### src/rtl/poly_horner_seq.sv
// Sequential Horner-rule polynomial evaluator sharing one multiplier and one adder.
// Optional saturation on MUL/ADD results is enabled by defining POLY_HORNER_SAT_EN.
module poly_horner_seq #(
    parameter int WIDTH  = 16,
    parameter int EXP    = -8,
    parameter int DEGREE = 2
) (
    input  logic                               clk,
    input  logic                               rst,
    input  logic                               coef_we,
    input  logic [$clog2(DEGREE+1)-1:0]        coef_addr,
    input  logic signed [WIDTH-1:0]            coef_data,
    output logic                               coef_err_o,
    input  logic                               in_valid,
    output logic                               in_ready,
    input  logic signed [WIDTH-1:0]            x_i,
    output logic                               out_valid,
    input  logic                               out_ready,
    output logic signed [WIDTH-1:0]            y_o,
    output logic                               ovf_o
);
    localparam int AW = $clog2(DEGREE+1);
    localparam int SH = -EXP;
`ifdef POLY_HORNER_SAT_EN
    localparam bit SAT = 1'b1;
`else
    localparam bit SAT = 1'b0;
`endif
    localparam logic signed [WIDTH-1:0] MAX_V = {1'b0, {(WIDTH-1){1'b1}}};
    localparam logic signed [WIDTH-1:0] MIN_V = {1'b1, {(WIDTH-1){1'b0}}};

    typedef enum logic [2:0] {IDLE, LOAD, MUL, ADD, DONE} state_t;

    state_t                  state_reg, state_next;
    logic signed [WIDTH-1:0] coef_reg [0:DEGREE];
    logic signed [WIDTH-1:0] x_reg, x_next;
    logic signed [WIDTH-1:0] acc_reg, acc_next;
    logic signed [WIDTH-1:0] prod_reg, prod_next;
    logic [AW-1:0]           k_reg, k_next;
    logic                    ovf_reg, ovf_next;
    logic                    err_reg, err_next;

    logic [DEGREE:0]           coef_hit;
    logic                      coef_wr;
    logic signed [WIDTH-1:0]   coef_k;
    logic signed [2*WIDTH-1:0] mul_full;
    logic signed [2*WIDTH-1:0] mul_shift;
    logic                      mul_ovf;
    logic signed [WIDTH-1:0]   mul_res;
    logic signed [WIDTH:0]     add_sum;
    logic                      add_ovf;
    logic signed [WIDTH-1:0]   add_res;

    // Out-of-range addresses hit no slot, so they neither write nor flag an error.
    genvar gi;
    generate
        for (gi = 0; gi <= DEGREE; gi++) begin : g_hit
            assign coef_hit[gi] = coef_we && (coef_addr == AW'(gi));
        end
    endgenerate

    assign coef_wr = (state_reg == IDLE) && (|coef_hit);
    assign coef_k  = coef_reg[k_reg];

    // Floor-scaled product; in range only when the bits above the result sign all agree.
    assign mul_full  = acc_reg * x_reg;
    assign mul_shift = mul_full >>> SH;
    assign mul_ovf   = !((&mul_shift[2*WIDTH-1:WIDTH-1]) || !(|mul_shift[2*WIDTH-1:WIDTH-1]));
    assign mul_res   = (SAT && mul_ovf) ? (mul_shift[2*WIDTH-1] ? MIN_V : MAX_V)
                                        : mul_shift[WIDTH-1:0];

    assign add_sum = {prod_reg[WIDTH-1], prod_reg} + {coef_k[WIDTH-1], coef_k};
    assign add_ovf = add_sum[WIDTH] ^ add_sum[WIDTH-1];
    assign add_res = (SAT && add_ovf) ? (add_sum[WIDTH] ? MIN_V : MAX_V)
                                      : add_sum[WIDTH-1:0];

    always_comb begin
        state_next = state_reg;
        x_next     = x_reg;
        acc_next   = acc_reg;
        prod_next  = prod_reg;
        k_next     = k_reg;
        ovf_next   = ovf_reg;
        err_next   = err_reg;
        if (coef_we && (|coef_hit) && (state_reg != IDLE)) begin
            err_next = 1'b1;
        end
        case (state_reg)
            IDLE: begin
                if (in_valid) begin
                    x_next     = x_i;
                    state_next = LOAD;
                end
            end
            LOAD: begin
                acc_next   = coef_reg[DEGREE];
                k_next     = AW'(DEGREE-1);
                ovf_next   = 1'b0;
                state_next = MUL;
            end
            MUL: begin
                prod_next  = mul_res;
                ovf_next   = ovf_reg | (SAT & mul_ovf);
                state_next = ADD;
            end
            ADD: begin
                acc_next = add_res;
                ovf_next = ovf_reg | (SAT & add_ovf);
                if (k_reg == '0) begin
                    state_next = DONE;
                end else begin
                    k_next     = k_reg - 1'b1;
                    state_next = MUL;
                end
            end
            DONE: begin
                if (out_ready) begin
                    state_next = IDLE;
                end
            end
            default: state_next = IDLE;
        endcase
    end

    always_ff @(posedge clk) begin
        if (rst) begin
            state_reg <= IDLE;
            x_reg     <= '0;
            acc_reg   <= '0;
            prod_reg  <= '0;
            k_reg     <= '0;
            ovf_reg   <= 1'b0;
            err_reg   <= 1'b0;
            for (int i = 0; i <= DEGREE; i++) begin
                coef_reg[i] <= '0;
            end
        end else begin
            state_reg <= state_next;
            x_reg     <= x_next;
            acc_reg   <= acc_next;
            prod_reg  <= prod_next;
            k_reg     <= k_next;
            ovf_reg   <= ovf_next;
            err_reg   <= err_next;
            for (int i = 0; i <= DEGREE; i++) begin
                if (coef_wr && coef_hit[i]) begin
                    coef_reg[i] <= coef_data;
                end
            end
        end
    end

    assign in_ready   = (state_reg == IDLE);
    assign out_valid  = (state_reg == DONE);
    assign y_o        = acc_reg;
    assign ovf_o      = SAT ? ovf_reg : 1'b0;
    assign coef_err_o = err_reg;

endmodule
### config.mk
export PLATFORM = sky130hd
export DESIGN_NAME = poly_horner_seq
export DESIGN_NICKNAME = d
export VERILOG_FILES = /design/src/rtl/poly_horner_seq.sv
export SDC_FILE = /design/constraint.sdc
export NUM_CORES = 1
export LEC_CHECK = 0
export ABC_AREA = 1
export ABC_CLOCK_PERIOD_IN_PS = 7620
export CAP_MARGIN = 0
export CORE_ASPECT_RATIO = 2
export CORE_MARGIN = 2
export CORE_UTILIZATION = 25
export DETAILED_ROUTE_END_ITERATION = 12
export SLEW_MARGIN = 0
export SYNTH_ARGS = -nofsm -noshare
export SYNTH_HDL_FRONTEND = slang
export SYNTH_SLANG_ARGS = --single-unit
### constraint.sdc
create_clock -name clk -period 7.62 [get_ports clk]
set_input_delay 2.286 -clock clk [delete_from_list [all_inputs] [get_ports clk]]
set_output_delay 2.286 -clock clk [all_outputs]
set_load 0.02 [all_outputs]
==> run_summary.xml <==
<?xml version="1.0" encoding="UTF-8"?>
<metrics>
  <group name="placed_design">
    <metric name="port_buffers" unit="">57</metric>
    <metric name="post-dp-hpwl" unit="µm">33400</metric>
    <metric name="postPlaceCellArea" unit="µm²">14300</metric>
    <metric name="placed_cells_incl_taps" unit="">2370</metric>
    <metric name="post-place-ws" unit="ns">1.24</metric>
    <metric name="globalplace.congestion" unit="">0.953</metric>
  </group>
  <group name="power">
    <metric name="netSwitchingFraction" unit="">0.387</metric>
    <metric name="p_seq_frac" unit="">0.413</metric>
    <metric name="leakage_dissipation" unit="nW">7.73</metric>
    <metric name="power_density" unit="nW/µm²">118</metric>
    <metric name="p_int" unit="mW">1.06</metric>
    <metric name="switchingPower" unit="mW">0.668</metric>
    <metric name="p_clk_frac" unit="">0.290</metric>
    <metric name="share_comb_of_total_power" unit="">0.297</metric>
    <metric name="max-vdd-ir-drop" unit="V">0.000147</metric>
  </group>
  <group name="yosys">
    <metric name="portion_of_the_post_synthesis_area_used_by_sequential_elements" unit="">0.197</metric>
    <metric name="yosysUniqueCellTypes" unit="">46</metric>
    <metric name="netlist.top_cell.by_area" unit="">sky130_fd_sc_hd__fa_1</metric>
    <metric name="synthCells" unit="">1705</metric>
    <metric name="synth.cell_area" unit="µm²">13000</metric>
    <metric name="synth-seq-cells" unit="">104</metric>
    <metric name="top_post_synthesis_cells_by_area" unit="">sky130_fd_sc_hd__fa_1, sky130_fd_sc_hd__inv_1, sky130_fd_sc_hd__nand2_1</metric>
    <metric name="synthesis.yosys.warnings" unit="">0</metric>
    <metric name="postSynthNetCount" unit="">2017</metric>
    <metric name="area_share_of_the_leading_cell_type_in_the_synthesized_netlist" unit="">0.288</metric>
    <metric name="synth_area_per_cell" unit="µm²">7.63</metric>
  </group>
  <group name="timing">
    <metric name="setup_tns" unit="ns">0</metric>
    <metric name="max_clock_freq" unit="MHz">155</metric>
    <metric name="hold-worst-slack" unit="ns">0.496</metric>
    <metric name="post_route_skew" unit="ns">0.0141</metric>
    <metric name="final.min_clock_period" unit="ns">6.45</metric>
    <metric name="slew_headroom" unit="">0.316</metric>
    <metric name="grt_setup_unrepaired" unit="">no</metric>
    <metric name="maxSlewViolCount" unit="">0</metric>
    <metric name="worstMarginPinSlew" unit="ns">1.03</metric>
    <metric name="setup_violations" unit="">0</metric>
    <metric name="finalHoldViolCount" unit="">0</metric>
    <metric name="post-route-worst-setup-slack" unit="ns">1.17</metric>
    <metric name="layout_worst_path_cycle_share" unit="">0.847</metric>
  </group>
  <group name="worst_setup_path">
    <metric name="critPathCaptureType" unit="">register</metric>
    <metric name="critPathMaxFanout" unit="">18</metric>
    <metric name="worstPathArrival" unit="ns">6.71</metric>
    <metric name="cpPeakStageDelay" unit="ns">0.99</metric>
    <metric name="critical_path.cell_chain" unit="">nand2_1 -&gt; fa_1 -&gt; inv_1 -&gt; fa_1 -&gt; inv_1 -&gt; fa_1 -&gt; inv_1 -&gt; fa_1 -&gt; fa_1 -&gt; inv_1 -&gt; fa_1 -&gt; inv_1 -&gt; ha_1 -&gt; nand2_1 -&gt; nor2_1 -&gt; inv_1 -&gt; nor3_1 -&gt; nand3_1 -&gt; nand4_1 -&gt; nand3_1 -&gt; o211ai_1 -&gt; inv_1</metric>
    <metric name="worstPathRequired" unit="ns">7.88</metric>
    <metric name="critical-path-top-cell-by-count" unit="">sky130_fd_sc_hd__inv_1</metric>
    <metric name="cpMaxStageDelayCell" unit="">sky130_fd_sc_hd__dfxtp_1</metric>
    <metric name="timing.critical_path.from_type" unit="">register</metric>
    <metric name="critPathKind" unit="">reg -&gt; reg</metric>
  </group>
  <group name="floorplan">
    <metric name="dieArea" unit="µm²">54000</metric>
    <metric name="x_dimension_of_the_die" unit="µm">165</metric>
    <metric name="placementRows" unit="">118</metric>
    <metric name="floorplan.die.height" unit="µm">327</metric>
    <metric name="coreArea" unit="µm²">51700</metric>
    <metric name="pin_count" unit="">59</metric>
    <metric name="floorplan.initialDensity" unit="">0.252</metric>
  </group>
  <group name="clock_tree">
    <metric name="htree_levels" unit="">3</metric>
    <metric name="numCtsBuffers" unit="">9</metric>
    <metric name="cts_post_setup_buffers_inserted" unit="">0</metric>
    <metric name="clock_insertion_delay_worst_skew" unit="ns">0.38</metric>
    <metric name="clockRootBuffer" unit="">sky130_fd_sc_hd__clkbuf_16</metric>
    <metric name="cts-resized-gates" unit="">0</metric>
    <metric name="clkSlewWorstSetupHoldPaths" unit="ns">0.08</metric>
    <metric name="cts_tree" unit="">done</metric>
    <metric name="cts_num_sinks" unit="">104</metric>
    <metric name="cts.path.max_buffers" unit="">2</metric>
    <metric name="ctsHoldBuffers" unit="">0</metric>
  </group>
  <group name="global_routing">
    <metric name="grt_pass1_wl" unit="µm">63400</metric>
    <metric name="number_of_antenna_violations_at_the_first_check_in_global_routing" unit="">0</metric>
    <metric name="maximum_number_of_pins_on_one_net_before_global_route_repair" unit="">42</metric>
    <metric name="gr-total-overflow" unit="">0</metric>
    <metric name="globalRouteTotalUtil" unit="">0.155</metric>
    <metric name="grt_pass1_vias" unit="">11900</metric>
  </group>
  <group name="worst_hold_path">
    <metric name="holdCritPathClass" unit="">reg -&gt; reg</metric>
  </group>
  <group name="detailed_routing">
    <metric name="detailedRoute.firstPassIterationCount" unit="">5</metric>
    <metric name="via_per_inst" unit="">4.58</metric>
    <metric name="post-route-drc-count" unit="">0</metric>
    <metric name="avgRoutedWirePerCell" unit="µm">16.9</metric>
    <metric name="wl" unit="µm">40300</metric>
    <metric name="drtAntennaViolNets" unit="">0</metric>
    <metric name="routed_via_count" unit="">10900</metric>
    <metric name="drt_iter0_drc" unit="">503</metric>
  </group>
  <group name="finish">
    <metric name="final_nets" unit="">2033</metric>
    <metric name="diodes" unit="">0</metric>
    <metric name="largest_register_ff_count" unit="">48</metric>
    <metric name="final_common_cell" unit="">sky130_fd_sc_hd__inv_1</metric>
    <metric name="syn_to_final_growth" unit="%">12.1</metric>
    <metric name="multiInputGateArea" unit="µm²">8450</metric>
    <metric name="drive_gt1_frac" unit="">0.0342</metric>
    <metric name="ff_latch_area" unit="µm²">2560</metric>
    <metric name="final_design_area_no_fill" unit="µm²">14600</metric>
    <metric name="num-fill-cells" unit="">5671</metric>
    <metric name="stdcell_count" unit="">2386</metric>
    <metric name="most_used_cells_in_the_layout_excluding_fill_and_tap_cells" unit="">sky130_fd_sc_hd__inv_1, sky130_fd_sc_hd__nand2_1, sky130_fd_sc_hd__fa_1</metric>
  </group>
  <group name="run_status">
    <metric name="status" unit="">finished, final reports clean</metric>
  </group>
  <group name="flow_run">
    <metric name="max-cap-violations" unit="">0</metric>
  </group>
</metrics>
-- path summary, 6_finish.rpt --
check	start	end	slack (ns)	cells past startpoint
worst min-delay path	k_reg[0]$_SDFFE_PP0P_	register	0.50	2
worst min register to register	k_reg[0]$_SDFFE_PP0P_	register	0.50	2
worst max register to register	y_o[7]$_SDFFE_PP0P_	prod_reg[12]$_SDFFE_PP0P_	1.17	22
worst max-delay path	y_o[7]$_SDFFE_PP0P_	prod_reg[12]$_SDFFE_PP0P_	1.17	22
-- area by class of cell --
| cell class | instances | share of cell area |
|---|---|---|
| clock buffer | 9 | 0.0154 |
| clock inverter | 7 | 0.00643 |
| inverter | 455 | 0.117 |
| multi-input combinational | 1073 | 0.579 |
| sequential | 104 | 0.176 |
| tap | 660 | 0.0566 |
| timing repair buffer | 78 | 0.0496 |
-- power groups by stage --
| stage | registers [mW] | logic [mW] | clock network [mW] |
|---|---|---|---|
| 5_1_grt | 0.717 | 0.579 | 0.529 |
| 6_report | 0.712 | 0.513 | 0.501 |
| 3_5_place_dp | 0.724 | 0.516 | 0 |
| 2_1_floorplan | 0.660 | 0.364 | 0 |
| 4_1_cts | 0.711 | 0.519 | 0.512 |
| 3_3_place_gp | 0.723 | 0.508 | 0 |
-- through the flow --
step | power, mW | utilization
global placement | 1.23 | 0.276
finish | 1.73 | 0.282
detailed placement | 1.24 | 0.276
floorplan | 1.02 | -
global route | 1.83 | 0.282
CTS | 1.74 | 0.282
-- logic make-up after synthesis --
logic type / count (synthesis) / synth area share
compound gates: 192 / 0.0829
xor+xnor: 10 / 0.00673
fa+ha+maj: 273 / 0.370
buf+inv: 528 / 0.154
flops: 104 / 0.197
other cells: 1 / 0.000288
simple gates: 597 / 0.188
-- cells in the mapped netlist, drive strengths merged --
library cell and n:
o21bai 4, xnor2 3, and2 1, ha 86, conb 1, o2111ai 1, clkbuf 60, a31oi 5
nor4 2, nor3 9, fa 187, o21ai 40, o21a 1, o211ai 5, inv 453, edfxtp 48
a211oi 1, buf 13, o31ai 4, or2 5, nor2 94, a21boi 2, a21oi 112, clkinv 2
nand2 398, a22oi 13, nand4 6, xor2 7, dfxtp 56, nand3b 7, nand3 73, nand2b 1
a21o 4, nor3b 1
-- worst max-delay path: cells and delay by family, from the launching register on --
family	cells	cell delay, ns
compound gates	1	0.09
fa+ha+maj	7	3.50
buf+inv	7	0.43
flops	1	0.99
simple gates	7	1.32
-- per-layer routing --
layer | share of wire | GRT usage | wire length (µm) | vias up
li1 | - | - | - | 5122
met1 | 0.31 | 0.138 | 12300 | 5376
met5 | 0 | 0 | 0 | -
met2 | 0.58 | 0.314 | 23400 | 309
met4 | 0.079 | 0.105 | 3170 | 0
met3 | 0.036 | 0.0160 | 1430 | 128
Power figures use the tool's default switching activity.
